[config.mk]
export PLATFORM = sky130hd
export DESIGN_NAME = stopwatch_ctrl
export DESIGN_NICKNAME = d
export VERILOG_FILES = /design/src/rtl/stopwatch_ctrl.sv
export SDC_FILE = /design/constraint.sdc
export NUM_CORES = 1
export LEC_CHECK = 0
export ABC_AREA = 1
export CAP_MARGIN = 20
export CORE_ASPECT_RATIO = 0.75
export CORE_MARGIN = 2
export CORE_UTILIZATION = 44
export DETAILED_ROUTE_END_ITERATION = 16
export GPL_TIMING_DRIVEN = 0
export SYNTH_ARGS = -nofsm -noshare
export SYNTH_HDL_FRONTEND = slang
export SYNTH_SLANG_ARGS = --single-unit
[constraint.sdc]
create_clock -name clk -period 7.5 [get_ports clk]
set_clock_uncertainty 0.2 [all_clocks]
set_input_delay 0.75 -clock clk [delete_from_list [all_inputs] [get_ports clk]]
set_output_delay 0.75 -clock clk [all_outputs]
set_load 0.02 [all_outputs]
[src/rtl/stopwatch_ctrl.sv]
// Stopwatch controller: debounced start/stop and lap/clear keys, run/lap/pause FSM,
// BCD min:s:cs counter and registered seven-segment outputs.
module stopwatch_ctrl #(
    parameter int unsigned CLK_HZ          = 50_000_000,
    parameter int unsigned TICK_HZ         = 100,
    parameter int unsigned DEBOUNCE_CYCLES = 1_000_000
) (
    input  logic        clk,
    input  logic        rst_n,
    input  logic        button_0,
    input  logic        button_1,
    input  logic [1:0]  switches,
    output logic [13:0] segm_min,
    output logic [13:0] segm_s,
    output logic [13:0] segm_ms,
    output logic        running
);

    localparam int unsigned DivCycles = CLK_HZ / TICK_HZ;
    localparam int unsigned PreWidth  = (DivCycles > 1) ? $clog2(DivCycles) : 1;
    localparam int unsigned DbWidth   = (DEBOUNCE_CYCLES > 1) ? $clog2(DEBOUNCE_CYCLES) : 1;
    localparam logic [PreWidth-1:0] PreMax = PreWidth'(DivCycles - 1);
    localparam logic [DbWidth-1:0]  DbMax  = DbWidth'(DEBOUNCE_CYCLES - 1);
    localparam logic [23:0] TimeMax = 24'h995999;
    localparam logic [13:0] SegZero = 14'h2040;

    typedef enum logic [1:0] {StIdle, StRun, StLap, StPause} state_e;

    state_e                      state_q, state_d;
    logic [1:0]                  sync1_q, sync2_q;
    logic [1:0]                  db_q, db_d;
    logic [1:0][DbWidth-1:0]     db_cnt_q, db_cnt_d;
    logic [1:0]                  press_q, press_d;
    logic [PreWidth-1:0]         pre_q, pre_d;
    logic [23:0]                 time_q, time_d;
    logic [23:0]                 lap_q, lap_d;
    logic [23:0]                 disp_time;
    logic [13:0]                 segm_min_q, segm_min_d;
    logic [13:0]                 segm_s_q, segm_s_d;
    logic [13:0]                 segm_ms_q, segm_ms_d;
    logic                        running_q, running_d;
    logic                        advancing, tick, sat_stop;

    // Digit layout {min_t, min_u, s_t, s_u, cs_t, cs_u}; seconds tens wraps at 5.
    function automatic logic [23:0] bcd_inc(input logic [23:0] t);
        logic [23:0] r;
        logic        carry;
        r     = t;
        carry = 1'b1;
        for (int i = 0; i < 6; i++) begin
            if (carry) begin
                if (t[i*4 +: 4] == ((i == 3) ? 4'd5 : 4'd9)) begin
                    r[i*4 +: 4] = 4'd0;
                end else begin
                    r[i*4 +: 4] = t[i*4 +: 4] + 4'd1;
                    carry       = 1'b0;
                end
            end
        end
        return r;
    endfunction

    function automatic logic [6:0] seg7(input logic [3:0] d);
        logic [6:0] s;
        case (d)
            4'd0:    s = 7'h40;
            4'd1:    s = 7'h79;
            4'd2:    s = 7'h24;
            4'd3:    s = 7'h30;
            4'd4:    s = 7'h19;
            4'd5:    s = 7'h12;
            4'd6:    s = 7'h02;
            4'd7:    s = 7'h78;
            4'd8:    s = 7'h00;
            4'd9:    s = 7'h10;
            default: s = 7'h7F;
        endcase
        return s;
    endfunction

    // Debounce: accept the synchronized level once it has disagreed for DEBOUNCE_CYCLES samples.
    always_comb begin
        db_d     = db_q;
        db_cnt_d = '0;
        for (int i = 0; i < 2; i++) begin
            if (sync2_q[i] != db_q[i]) begin
                if (db_cnt_q[i] == DbMax) begin
                    db_d[i] = sync2_q[i];
                end else begin
                    db_cnt_d[i] = db_cnt_q[i] + 1'b1;
                end
            end
        end
        press_d = db_q & ~db_d;
    end

    always_comb begin
        state_d   = state_q;
        pre_d     = pre_q;
        time_d    = time_q;
        lap_d     = lap_q;
        tick      = 1'b0;
        sat_stop  = 1'b0;
        advancing = (state_q == StRun) || (state_q == StLap);

        if (advancing) begin
            if (pre_q == PreMax) begin
                tick  = 1'b1;
                pre_d = '0;
            end else begin
                pre_d = pre_q + 1'b1;
            end
        end

        if (tick) begin
            if ((time_q == TimeMax) && switches[0]) begin
                sat_stop = 1'b1;
            end else begin
                time_d = bcd_inc(time_q);
            end
        end

        // press_q[0] is checked first everywhere so a coincident b1 event is dropped.
        unique case (state_q)
            StIdle: begin
                if (press_q[0]) begin
                    state_d = StRun;
                    pre_d   = '0;
                end
            end
            StRun: begin
                if (press_q[0]) begin
                    state_d = StPause;
                end else if (press_q[1]) begin
                    state_d = StLap;
                    lap_d   = time_q;
                end
            end
            StLap: begin
                if (press_q[0]) begin
                    state_d = StPause;
                end else if (press_q[1]) begin
                    state_d = StRun;
                end
            end
            StPause: begin
                if (press_q[0]) begin
                    state_d = StRun;
                end else if (press_q[1]) begin
                    state_d = StIdle;
                    time_d  = '0;
                    lap_d   = '0;
                end
            end
            default: state_d = StIdle;
        endcase

        if (sat_stop) begin
            state_d = StPause;
            lap_d   = lap_q;
        end

        running_d = (state_d == StRun) || (state_d == StLap);
    end

    always_comb begin
        disp_time = (state_q == StLap) ? lap_q : time_q;
        if (switches[1]) begin
            segm_min_d = {seg7(disp_time[23:20]), seg7(disp_time[19:16])};
            segm_s_d   = {seg7(disp_time[15:12]), seg7(disp_time[11:8])};
            segm_ms_d  = {seg7(disp_time[7:4]), seg7(disp_time[3:0])};
        end else begin
            segm_min_d = 14'h3FFF;
            segm_s_d   = 14'h3FFF;
            segm_ms_d  = 14'h3FFF;
        end
    end

    // Button paths reset to the released (high) level so reset release creates no event.
    always_ff @(posedge clk or negedge rst_n) begin
        if (!rst_n) begin
            sync1_q    <= 2'b11;
            sync2_q    <= 2'b11;
            db_q       <= 2'b11;
            db_cnt_q   <= '0;
            press_q    <= 2'b00;
            state_q    <= StIdle;
            pre_q      <= '0;
            time_q     <= '0;
            lap_q      <= '0;
            segm_min_q <= SegZero;
            segm_s_q   <= SegZero;
            segm_ms_q  <= SegZero;
            running_q  <= 1'b0;
        end else begin
            sync1_q    <= {button_1, button_0};
            sync2_q    <= sync1_q;
            db_q       <= db_d;
            db_cnt_q   <= db_cnt_d;
            press_q    <= press_d;
            state_q    <= state_d;
            pre_q      <= pre_d;
            time_q     <= time_d;
            lap_q      <= lap_d;
            segm_min_q <= segm_min_d;
            segm_s_q   <= segm_s_d;
            segm_ms_q  <= segm_ms_d;
            running_q  <= running_d;
        end
    end

    assign segm_min = segm_min_q;
    assign segm_s   = segm_s_q;
    assign segm_ms  = segm_ms_q;
    assign running  = running_q;

endmodule

==> reports/results.ini <==
[routing]
drc_errors = 0
via_per_inst = 4.95
avgRoutedWirePerCell_um = 13.1
antenna_left = 0
drtIter0Drc = 534
dr.pass1.iters = 5
vias = 7182
wl_um = 18900

[cells_and_area]
mostFrequentLayoutCells = 237 x nand2_1, 148 x dfrtp_1, 133 x nor2_1
layout_commonest_cell = nand2_1
fillers = 1895
fin_nets = 1231
num_antenna_cells = 0
final_area_um2 = 10400
finalNonFillerCells = 1450
syn_to_final_growth_pct = 16.6
drive_gt1_share_pct = 11.6

[critical_path]
crit_required_ns = 7.61
path_cells = inv_1 -> ha_1 -> inv_2 -> clkbuf_1 -> or2_2 -> o21ai_1 -> inv_1 -> ha_1 -> or2_2 -> nand3_1 -> nand2_1
crit_arrival_ns = 3.16
cpLargestDelayFamily = simple AND/OR/NAND/NOR gates
crit_fanout = 10
critPathKind = flip-flop to flip-flop
cpPeakStageDelay_ns = 0.45
endpoint_kind = flip-flop
worst_path_max_delay_cell = ha_1
setup.worst_path.start_class = flip-flop
worst-path-buf-inv = 4

[timing]
maxSlewHeadroom_pct = 53.0
slew_viol_final = 0
finalHoldViolCount = 0
worst_slew_pin_slew_ns = 0.697
setup_viol = 0
final.setup.tns_ns = 0
fin_crit_ns = 3.05
whs_ns = 0.144
period_share_pct = 40.7
rsz0062_at_grt = false
fmax_mhz = 328

[floorplan]
die_h_um = 128
dieArea_um2 = 21500
coreArea_um2 = 20100
start_util_pct = 44.5
fp-row-count = 45
pin_count = 49
die_w_um = 169

[synthesis]
ys_seq_area_share_pct = 44.9
synth_top_area_share_pct = 41.4
synth_top_family_by_area = simple AND/OR/NAND/NOR gates
synth_seq_cells = 160
syn_nets = 1162
synth_cell_types = 45
synth_xor_area_share_pct = 3.23
synthFlopType = dfrtp_1
synth_enable_flop_cells = 0
syn_inst = 1110
async_flop_share_pct = 100
synth-compound-area-share_pct = 10.2
syn-cell-area_um2 = 8950
synth_warnings = 0
muxShareOfSynthArea_pct = 0.252
synth.area.top_cells = dfrtp_1 41%, nand2_1 9.9%, ha_1 6.4%
synth_simple_gate_area_share_pct = 27.7
synth_area_per_cell_um2 = 8.07
synth_largest_area_cell = dfrtp_1
synthAdderAreaFrac_pct = 6.43

[placed_design]
dp_cells = 1417
io_buffers = 48
place.gp.congestion = 0.859
place_area_um2 = 9790
dp_hpwl_um = 13500

[power]
p_seq_share_pct = 46.3
ir_drop_mv = 0.114
p_sw_share_pct = 22.4
clockPowerShare_pct = 49.8
p_leak_nw = 5.18
cell_internal_pwr_mw = 1.48
p_comb_share_pct = 3.9
pwr_density_cell_nw_per_um2 = 182
netSwitchingPower_mw = 0.426
p_total_mw = 1.90

[run_status]
status = completed

[clocking]
cts_tree = yes
htree_num_levels = 4
cts_setup_buffers = 0
cts_root_buf = clkbuf_16
cts_resized = 0
clkTransAtPathRegs_ns = 0.07
cts_sinks = 160
numCtsBuffers = 17
ctsLongestPathBuffers = 2
clk_latency_ns = 0.42

[global_route]
grt_max_degree = 120
antenna_found_initial = 0
grt_pass1_vias = 6754
grt_util_all_layers_pct = 18.8
grt_pass1_wl_um = 33100
overflow = 0

[job]
cap_viol_max_count = 0

[hold_path]
hp-class = flip-flop to flip-flop

## power groups by stage
stage | clock, mW | combinational [mW] | sequential, mW
after floorplan | 0 | 0.0164 | 0.911
after global placement | 0 | 0.0741 | 0.899
after detailed placement | 0 | 0.0765 | 0.899
after CTS | 0.972 | 0.0772 | 0.882
after global routing | 1.01 | 0.0840 | 0.883
final | 0.947 | 0.0744 | 0.882
## sequential cells by signal, summed over array words and instances (netlist names)
register / count
state_q: 2
running: 1
segm_ms: 14
press_q: 2
time_q: 24
pre_q: 19
db_q: 2
segm_min: 14
db_cnt_q: 40
lap_q: 24
sync2_q: 2
segm_s: 14
sync1_q: 2
## cell type report
class / instances / area (um2) / area share, %
Buffer: 22 / 133 / 1.27
Clock buffer: 18 / 439 / 4.21
Clock inverter: 14 / 201 / 1.93
Inverter: 138 / 518 / 4.96
Multi-Input combinational cell: 790 / 4280 / 41.0
Sequential cell: 160 / 4020 / 38.5
Tap cell: 258 / 323 / 3.09
Timing Repair Buffer: 50 / 523 / 5.01
## routing by layer
metal,wire [um],track usage [%],part of all wire (%),vias to the layer above
li1,-,-,-,3709
met1,10200,28.1,54,3350
met2,7970,28.1,42,109
met3,606,3.41,3.2,14
met4,166,4.61,0.88,0
met5,0,0,0,-
## worst reg2reg max path, delay by kind of cell (launching register included)
| kind | cells | cell delay [ns] |
|---|---|---|
| buf+inv | 4 | 0.67 |
| flops | 1 | 0.40 |
| simple gates | 4 | 0.75 |
| fa+ha+maj | 2 | 0.66 |
| compound gates | 1 | 0.26 |
## kinds of logic (layout without fill, tap and decap cells)
logic type	Yosys count	count (layout)
and+or+nand+nor	551	551
DFF	160	160
buffers and inverters	160	242
AOI/OAI and AO/OA	158	158
adders and majority gates	46	46
xor gates and xnor gates	33	33
muxes	2	2
## Yosys cell counts (16+ instances only)
library cell	n
a21oi_1	36
ha_1	46
o21ai_1	43
dfrtp_1	148
o21ai_0	40
nand4_1	27
nor3_1	25
nor2_1	133
nand3_1	62
o21ai_2	16
nand2_2	19
inv_1	124
or2_2	21
xor2_1	24
nand2_1	237
## final timing paths
kind | start | to | slack [ns] | depth (start not counted)
max reg2reg | state_q[0] | segm_s[12] | 4.45 | 11
min reg2reg | sync1_q[1] | sync2_q[1] | 0.14 | 0
max in group asynchronous | rst_n | db_cnt_q[1] | 5.58 | 3
min in group asynchronous | rst_n | segm_ms[10] | 0.59 | 2
max | state_q[0] | segm_s[12] | 4.45 | 11
min | sync1_q[1] | sync2_q[1] | 0.14 | 0
## per-stage QoR
step	setup slack, ns	util (%)
finish	4.45	51.9
global route	4.18	51.9
CTS	4.43	51.9
detailed placement	4.44	48.7
global placement	-1.19	48.5
floorplan	5.02	-
## what timing repair did
action / 4_1_cts / 5_1_grt
hold buffers: 1 / 0
setup endpoints to repair: 0 / 0
hold endpoints to repair: 10 / 0
No activity file was read; power rests on OpenSTA's default activity.
